`src/rtl/or_gate_arbiter.sv`:
```
// -----------------------------------------------------------------------------
// or_gate_arbiter
// Round-robin arbiter/sequencer sharing one external combinational OR gate
// (inputs gate_a/gate_b, output gate_c) among NREQ requesters. Each
// transaction is IDLE (grant + latch operands) -> EVAL (capture gate_c) ->
// DONE (one-cycle ack pulse), three cycles in total.
//
// Optional build macro: OR_ARB_GRANT_CNT_EN adds per-requester 8-bit
// saturating grant counters (grant_cnt) with a synchronous clear (cnt_clr).
// -----------------------------------------------------------------------------
module or_gate_arbiter #(
    parameter int NREQ = 4,
    parameter int W    = 1
) (
    input  logic                      clk,
    input  logic                      rst_n,
    input  logic [NREQ-1:0]           req,
    input  logic [NREQ*W-1:0]         a_in,
    input  logic [NREQ*W-1:0]         b_in,
    output logic [NREQ-1:0]           ack,
    output logic [W-1:0]              res,
    output logic [$clog2(NREQ)-1:0]   res_id,
    output logic [W-1:0]              gate_a,
    output logic [W-1:0]              gate_b,
    input  logic [W-1:0]              gate_c,
    output logic                      busy
`ifdef OR_ARB_GRANT_CNT_EN
    ,
    input  logic                      cnt_clr,
    output logic [NREQ*8-1:0]         grant_cnt
`endif
);

    localparam int IDW = $clog2(NREQ);

    typedef enum logic [1:0] {
        IDLE = 2'd0,
        EVAL = 2'd1,
        DONE = 2'd2
    } state_t;

    state_t          state_q, state_d;
    logic [IDW-1:0]  ptr_q, ptr_d;
    logic [IDW-1:0]  res_id_q, res_id_d;
    logic [W-1:0]    res_q, res_d;
    logic [W-1:0]    gate_a_q, gate_a_d;
    logic [W-1:0]    gate_b_q, gate_b_d;
    logic [NREQ-1:0] ack_q, ack_d;

    logic [IDW-1:0]  grant_idx;
    logic            grant_found;

    // Index ptr+k wrapped into 0..NREQ-1 by an explicit compare, so
    // non-power-of-2 NREQ wraps correctly.
    function automatic logic [IDW-1:0] rr_index(input logic [IDW-1:0] p, input int k);
        int s;
        s = int'(p) + k;
        if (s >= NREQ) s = s - NREQ;
        return IDW'(s);
    endfunction

    // Round-robin search: first active request starting at ptr.
    always_comb begin
        // NOTE: every variable assigned in a combinational block gets a default
        // first; a path that leaves one unassigned would infer a latch.
        grant_idx   = '0;
        grant_found = 1'b0;
        for (int k = 0; k < NREQ; k++) begin
            if (!grant_found && req[rr_index(ptr_q, k)]) begin
                grant_found = 1'b1;
                grant_idx   = rr_index(ptr_q, k);
            end
        end
    end

    // Next-state and next-register values for the three-phase sequence.
    always_comb begin
        state_d  = state_q;
        ptr_d    = ptr_q;
        res_id_d = res_id_q;
        res_d    = res_q;
        gate_a_d = gate_a_q;
        gate_b_d = gate_b_q;
        ack_d    = '0;
        case (state_q)
            IDLE: begin
                if (grant_found) begin
                    gate_a_d = a_in[int'(grant_idx)*W +: W];
                    gate_b_d = b_in[int'(grant_idx)*W +: W];
                    res_id_d = grant_idx;
                    state_d  = EVAL;
                end
            end
            EVAL: begin
                // Operands have been on the gate for a full cycle; sample it.
                res_d            = gate_c;
                ack_d[res_id_q]  = 1'b1;
                ptr_d            = (res_id_q == IDW'(NREQ-1)) ? '0 : res_id_q + 1'b1;
                state_d          = DONE;
            end
            DONE: begin
                state_d = IDLE;
            end
            default: begin
                state_d = IDLE;
            end
        endcase
    end

    // State and datapath registers; reset aborts any transaction in flight.
    always_ff @(posedge clk or negedge rst_n) begin
        if (!rst_n) begin
            state_q  <= IDLE;
            ptr_q    <= '0;
            res_id_q <= '0;
            res_q    <= '0;
            gate_a_q <= '0;
            gate_b_q <= '0;
            ack_q    <= '0;
        end else begin
            // NOTE: clocked state uses non-blocking assignments so every
            // register samples pre-edge values regardless of statement order.
            state_q  <= state_d;
            ptr_q    <= ptr_d;
            res_id_q <= res_id_d;
            res_q    <= res_d;
            gate_a_q <= gate_a_d;
            gate_b_q <= gate_b_d;
            ack_q    <= ack_d;
        end
    end

    assign ack    = ack_q;
    assign res    = res_q;
    assign res_id = res_id_q;
    assign gate_a = gate_a_q;
    assign gate_b = gate_b_q;
    assign busy   = (state_q != IDLE);

`ifdef OR_ARB_GRANT_CNT_EN
    logic [7:0] cnt_q [NREQ];

    // Per-requester saturating grant counters; clear beats increment.
    always_ff @(posedge clk or negedge rst_n) begin
        if (!rst_n) begin
            for (int i = 0; i < NREQ; i++) cnt_q[i] <= '0;
        end else begin
            for (int i = 0; i < NREQ; i++) begin
                if (cnt_clr) begin
                    cnt_q[i] <= '0;
                end else if (state_q == EVAL && res_id_q == IDW'(i) && cnt_q[i] != 8'hFF) begin
                    cnt_q[i] <= cnt_q[i] + 8'd1;
                end
            end
        end
    end

    // Flatten counters onto the output bus, requester i at bits [i*8 +: 8].
    always_comb begin
        grant_cnt = '0;
        for (int i = 0; i < NREQ; i++) grant_cnt[i*8 +: 8] = cnt_q[i];
    end
`endif

endmodule

```
`config.mk`:
```
export PLATFORM = sky130hd
export DESIGN_NAME = or_gate_arbiter
export DESIGN_NICKNAME = d
export VERILOG_FILES = /design/src/rtl/or_gate_arbiter.sv
export SDC_FILE = /design/constraint.sdc
export NUM_CORES = 1
export LEC_CHECK = 0
export ABC_AREA = 1
export BUFFER_PORTS_ARGS = -buffer_cell sky130_fd_sc_hd__clkbuf_2
export CAP_MARGIN = 20
export CORE_ASPECT_RATIO = 0.9
export CORE_MARGIN = 4
export CORE_UTILIZATION = 35
export CTS_BUF_LIST = sky130_fd_sc_hd__clkbuf_4 sky130_fd_sc_hd__clkbuf_8 sky130_fd_sc_hd__clkbuf_16
export DETAILED_ROUTE_END_ITERATION = 7
export MAX_ROUTING_LAYER = met4
export PLACE_DENSITY_LB_ADDON = 0.3
export SYNTH_ARGS = -nofsm -noshare
export SYNTH_HDL_FRONTEND = slang
export SYNTH_SLANG_ARGS = --single-unit
```
`constraint.sdc`:
```
create_clock -name clk -period 1.8 [get_ports clk]
set_input_delay 0.09 -clock clk [delete_from_list [all_inputs] [get_ports clk]]
set_output_delay 0.09 -clock clk [all_outputs]
set_load 0.05 [all_outputs]
```
==> flow_summary_export.csv, run 1 <==
group,metric,value,unit
run_status,outcome,"completed",
synthesis,synth_area_leader_cell,"dfrtp_1",
layout,layoutNonFillerInstCount,194,
synthesis,synth_top_family_by_area,"simple AND/OR/NAND/NOR gates",
global_routing,grt.busiest_layer,"met2",
detailed_routing,wl_per_cell,10.5,µm
synthesis,syn_area_per_cell,7.38,µm²
detailed_routing,drc,0,
layout,drive_gt1_share,43.4,%
global_routing,grt-ovfl-total,0,
clock_tree,htreeDepth,1,
sta,setup_viol,0,
clock_tree,cts-buffers-inserted,3,
synthesis,synthDistinctLibCells,21,
placement,portBuffers,24,
sta,slew_viol_final,0,
sta,worst_slew_pin_slew,0.373,ns
setup_path,critPathLaunchType,"register",
global_routing,grtUsageTotal,11.9,%
detailed_routing,drt_pre_antenna_iters,4,
setup_path,slowest_delay,0.48,ns
setup_path,slowest_stage,"dfrtp_2",
setup_path,cp.buffers_inverters,1,
synthesis,synth_nets,149,
synthesis,synth_fa_ha_area_share,5.22,%
detailed_routing,ant_nets,0,
synthesis,synth_compound_area_share,4.17,%
setup_path,cp-end-kind,"register",
sta,setup_tns,0,ns
setup_path,cp.required,1.97,ns
sta,hold_violations,0,
placement,place.gp.congestion,0.831,
sta,fin_crit,1.71,ns
layout,area_delta_synth_final,32.6,%
clock_tree,cts.sinks,13,
clock_tree,clockRootBuffer,"clkbuf_4",
placement,dpl.hpwl,1.55,mm
clock_tree,cts_buffer_depth,2,
global_routing,grtUsageMet1,15.0,%
run,maxCapViolations,0,
detailed_routing,drt-vias-per-instance,4.59,
synthesis,synthSimpleGateAreaFrac,46.2,%
synthesis,synth_area,960,µm²
synthesis,synthMuxAreaShare,0,%
floorplan,initial_core_util,37.9,%
sta,relSlewSlack,75.0,%
clock_tree,clk_pin_slew,0.07,ns
detailed_routing,drtIter0Drc,19,
setup_path,cp_max_fo,6,
synthesis,synth_area_leaders,"dfrtp_1 34%, nand2_1 16%, inv_1 8.6%",
setup_path,crit_top_cell,"nand2_1",
setup_path,arrival,1.88,ns
detailed_routing,wirelength,2.03,mm
placement,dp_cells,182,
global_routing,antenna_found_initial,0,
floorplan,pin_count,25,
floorplan,num_rows,17,
global_routing,grt_use_met2,18.2,%
synthesis,yosysTopAreaCellShare,33.9,%
synthesis,synthXorXnorAreaFrac,0,%
layout,final_net_count,186,
detailed_routing,vias,890,
floorplan,die_h,57.7,µm
clock_tree,clk_latency,0.27,ns
synthesis,ys_seq_elements,13,
layout,num_antenna_cells,0,
sta,skew,0.00490,ns
sta,timing.fmax,0.583,GHz
sta,fin_crit_sh,95.3,%
floorplan,core-area,0.00253,mm²
global_routing,first_global_vias,805,
setup_path,worstSetupPathType,"reg -> reg",
synthesis,synth_seq_area_share,33.9,%
global_routing,grt_pass1_wl,3.39,mm
floorplan,dieWidth,63.2,µm
sta,rsz0062_at_grt,"true",
setup_path,path_delay_family,"simple AND/OR/NAND/NOR gates",
min_path,hp-class,"in -> reg",
setup_path,cp_cell_sequence,"clkinv_4 -> nand2_1 -> nand3_4 -> nand2_4 -> nor2_2 -> nor2_2 -> nand2_4 -> nand2_4 -> nand2_1 -> nand3_1 -> nand2_1 -> nand2_1 -> nand2_1",
global_routing,grt_max_degree,14,
floorplan,fp.dieArea,0.00364,mm²
synthesis,syn_inst,130,
clock_tree,cts_tree,"built",
synthesis,yosys_warnings,0,
global_routing,use_met3,4.46,%
[kinds of logic (layout without fill, tap and decap cells)]
kind of cell,after synthesis,after routing
adders and majority gates,4,4
buffers and inverters,25,61
AOI/OAI and AO/OA,7,7
DFF,13,13
and+or+nand+nor,81,81
[per-stage QoR]
stage	utilization (%)	hold slack (ns)	instance area (µm²)	setup slack, ns
2_1_floorplan	-	-0.206	960	0.318
3_3_place_gp	43.9	-0.000584	1110	0.114
3_5_place_dp	43.9	0.00458	1110	0.106
4_1_cts	45.5	0.0243	1150	0.0916
5_1_grt	50.3	0.0143	1270	-0.0644
6_report	50.3	0.0335	1270	0.0852
[layout by cell type, fill, tap and decap left out, types with 2 or more instances in the layout]
master / Yosys / routed
nor2_1: 9 / 7
nand2_2: 6 / 12
dfrtp_1: 13 / 11
o21ai_0: 2 / 2
nand3_1: 9 / 9
clkbuf_4: 0 / 4
buf_6: 1 / 2
nand2_1: 41 / 33
nand3_4: 1 / 3
dfrtp_2: 0 / 2
nor2_2: 1 / 3
inv_1: 22 / 21
nand3b_1: 2 / 2
nand3_2: 4 / 2
nand2_4: 6 / 8
ha_1: 4 / 4
clkbuf_2: 0 / 24
buf_4: 0 / 5
[tightest hold or removal path, delay by kind of cell]
family                 cells  cell delay (ns)
AND/OR/NAND/NOR            2             0.10
buffers and inverters      1             0.08
[state kept, by name, indices dropped and copies added (netlist names)]
| signal | flops |
|---|---|
| ack | 4 |
| ptr_q | 2 |
| res_id | 2 |
| state_q | 2 |
| gate_a | 1 |
| gate_b | 1 |
| res | 1 |
[final cells by class]
class,instances,area (µm²)
sequential,13,328
inverter,24,97.6
timing repair inverter,1,5.00
fill,255,1260
clock buffer,4,30.0
tap,28,35.0
timing repair buffer,32,190
multi-input combinational,92,587
[per-layer routing]
layer | share of wire (%) | wire, µm | vias to the layer above
li1 | - | - | 468
met3 | 5.4 | 109 | 0
met2 | 47 | 962 | 23
met4 | 0 | 0 | 0
met1 | 47 | 963 | 399
met5 | 0 | 0 | -
[cell usage after synthesis]
master	n
nand2_2	6
nor2_2	1
nand3b_1	2
nand3_1	9
ha_1	4
nand3_4	1
inv_2	2
nand3_2	4
nor2_8	1
a31oi_1	1
o21ai_2	1
nand4_1	1
inv_1	22
nor2_1	9
o21ai_1	1
dfrtp_1	13
o21ai_0	2
nand2_4	6
nand2_1	41
buf_6	1
a21oi_1	2
[path summary, 6_finish.rpt]
path,startpoint,to,slack [ns],cells past startpoint
setup / recovery,ptr_q[0],gate_b,0.09,13
hold / removal,gate_c,res,0.03,3
setup reg to reg,ptr_q[0],gate_b,0.09,13
hold reg to reg,res,res,0.49,2
max in group asynchronous,rst_n,ptr_q[0],1.31,2
min in group asynchronous,rst_n,ack[2],0.23,2
[repair_timing]
action                                  4_1_cts  5_1_grt
endpoints found under the hold margin        13        0
buffers inserted                              0        5
endpoints found under the setup margin        0        2
hold buffers                                  1        0
gates resized for setup                       0       24
Power of run 1 is left out: the tool's default activity adds up to more than one toggle a clock period on the data nets, which glitch-free logic cannot reach.
==> inputs of run 2 (changes only) <==
- ABC_AREA: 1 -> not set
- CORE_MARGIN: 4 -> 1.5
==> flow_summary_export.csv, run 2 <==
group,metric,value,unit
placement,post_dp_cell_area,808,µm²
detailed_routing,vias,538,
synthesis,synth_area_leaders,"dfrtp_1 49%, ha_1 7.5%, mux2i_1 4.5%",
synthesis,synth.most_common_cell,"dfrtp_1",
setup_path,arrival,1.86,ns
sta,skew,0.000414,ns
placement,dpl.hpwl,1.02,mm
detailed_routing,drt_pre_antenna_iters,4,
setup_path,worstSetupPathType,"reg -> reg",
global_routing,grt_pass1_wl,2.32,mm
placement,portBuffers,24,
floorplan,fp.dieArea,0.00217,mm²
power_and_ir_drop,power.leakage,0.441,nW
global_routing,grt_use_met2,26.0,%
floorplan,num_rows,14,
synthesis,synth_edf_count,0,
synthesis,synth_area_leader_cell,"dfrtp_1",
sta,fin_crit_sh,95.7,%
detailed_routing,wirelength,1.28,mm
detailed_routing,drtIter0Drc,5,
layout,area_delta_synth_final,27.4,%
global_routing,grtUsageMet1,17.1,%
setup_path,cp_max_fo,7,
global_routing,grtUsageTotal,14.9,%
floorplan,die_h,44.4,µm
sta,worst_slew_pin_slew,0.541,ns
floorplan,core-area,0.00173,mm²
layout,drive_gt1_share,36.0,%
setup_path,critPathLaunchType,"register",
clock_tree,htreeDepth,1,
setup_path,cp-end-kind,"register",
power_and_ir_drop,power.density,1840,mW/mm²
layout,mostFrequentLayoutCell,"clkbuf_2",
clock_tree,cts-buffers-inserted,3,
synthesis,ys_async_sr_fraction,100,%
global_routing,antenna_found_initial,0,
synthesis,synth_seq_area_share,48.9,%
layout,design_area,848,µm²
synthesis,synth_commonest_cells,"13 x dfrtp_1, 6 x o21ai_0, 5 x inv_1, 5 x nand2_1",
global_routing,grt.busiest_layer,"met2",
layout,largest_reg_flops,4,
sta,rsz0062_at_grt,"false",
synthesis,yosys_warnings,0,
min_path,hp-class,"in -> reg",
layout,n_fill_cell,164,
synthesis,syn_inst,62,
synthesis,synth_area,666,µm²
layout,final_cell_mix,"24 x clkbuf_2, 13 x dfrtp_1, 6 x o21ai_0",
clock_tree,cts_buffer_depth,2,
layout,final_net_count,109,
synthesis,synth_nets,81,
floorplan,pin_count,25,
sta,hold_slack,0.0570,ns
clock_tree,cts_resized,0,
floorplan,initial_core_util,38.4,%
synthesis,synthDistinctLibCells,23,
layout,num_antenna_cells,0,
clock_tree,cts_tree,"built",
synthesis,ys_seq_elements,13,
sta,slew_viol_final,0,
sta,hold_violations,0,
clock_tree,cts_hold_buf,1,
sta,fin_crit,1.72,ns
synthesis,synthFlopType,"dfrtp_1",
global_routing,first_global_vias,513,
clock_tree,clockRootBuffer,"clkbuf_4",
sta,timing.fmax,0.581,GHz
power_and_ir_drop,irDropWorstVdd,1010,µV
run_status,outcome,"completed",
setup_path,cp.required,1.94,ns
detailed_routing,ant_nets,0,
detailed_routing,drc,0,
clock_tree,cts.sinks,13,
global_routing,use_met3,6.42,%
sta,setup_tns,0,ns
synthesis,syn_area_per_cell,10.7,µm²
sta,setup_viol,0,
synthesis,yosysTopAreaCellShare,48.9,%
global_routing,grt_max_degree,14,
detailed_routing,wl_per_cell,11.3,µm
floorplan,dieWidth,49.0,µm
global_routing,grt-ovfl-total,0,
clock_tree,clk_pin_slew,0.07,ns
clock_tree,clk_latency,0.27,ns
detailed_routing,drt-vias-per-instance,4.76,
clock_tree,cts_setup_buffers,0,
run,maxCapViolations,0,
placement,place.gp.congestion,0.712,
sta,relSlewSlack,63.9,%
==> run 2: changes by cell type after synthesis, sizes merged, moves of 2 or more <==
| cell | before | now |
|---|---|---|
| or2 | 0 | 2 |
| nand3 | 14 | 2 |
| o311ai | 0 | 2 |
| clkbuf | 0 | 2 |
| nor2 | 11 | 1 |
| inv | 24 | 5 |
| and2 | 0 | 4 |
| nand3b | 2 | 0 |
| o21ai | 4 | 6 |
| mux2 | 0 | 4 |
| mux2i | 0 | 3 |
| nand2 | 53 | 5 |
==> run 2: where the power goes <==
group          total (mW)  leakage (nW)  internal, mW  switching, mW
clock               0.187        0.0184         0.101         0.0860
combinational       0.862         0.258         0.259          0.603
sequential          0.508         0.164         0.418         0.0894
==> run 2: cells by family (layout without fill, tap and decap cells) <==
kind of cell    count (synthesis)  in the layout  synth area share [%]
simple gates                   17             17                  13.7
compound gates                 14             14                  14.7
flops                          13             13                  48.9
mux                             7              7                  11.3
buf+inv                         7             34                  3.95
fa+ha+maj                       4              4                  7.52
==> run 2: area by class of cell <==
cell class                      count  area [µm²]  share of cell area (%)
Tap cell                           24        30.0                    3.54
Clock buffer                        4        30.0                    3.54
Inverter                            5        18.8                    2.21
Multi-Input combinational cell     42         314                    37.0
Sequential cell                    13         325                    38.3
Timing Repair Buffer               25         130                    15.3
==> run 2: final timing paths <==
check                               from  cells after the start        to  slack, ns
worst max register to register  ptr_q[1]                      5    gate_a       0.08
worst min register to register    gate_a                      2    gate_a       0.50
worst max-delay path            ptr_q[1]                      5    gate_a       0.08
min in group asynchronous          rst_n                      2       res       0.24
worst min-delay path              gate_c                      2       res       0.06
max in group asynchronous          rst_n                      2  ptr_q[0]       1.32
==> run 2: through the flow <==
step                worst slack [ns]  power, mW  std cells  utilization, %
CTS                           0.0732       1.58        113            48.9
global route                 0.00222       1.69        113            48.9
detailed placement            0.0762       1.39        108            46.6
floorplan                      0.160       1.18         62               -
global placement               0.163       1.36        108            46.6
finish                        0.0774       1.56        113            48.9
==> run 2: worst max-delay path, stage by stage (launching register included) <==
cell and delay (ns):
dfrtp_1 0.45, or3b_1 0.45, o221ai_2 0.14, mux2_1 0.38, nand3_1 0.09, o311ai_1 0.09
==> run 2: routing by layer <==
layer / vias up / part of all wire [%]
met5: - / 0
met4: 0 / 0
met3: 0 / 7.1
met2: 22 / 49
met1: 246 / 44
li1: 270 / -
(Power assumes the default switching activity.)
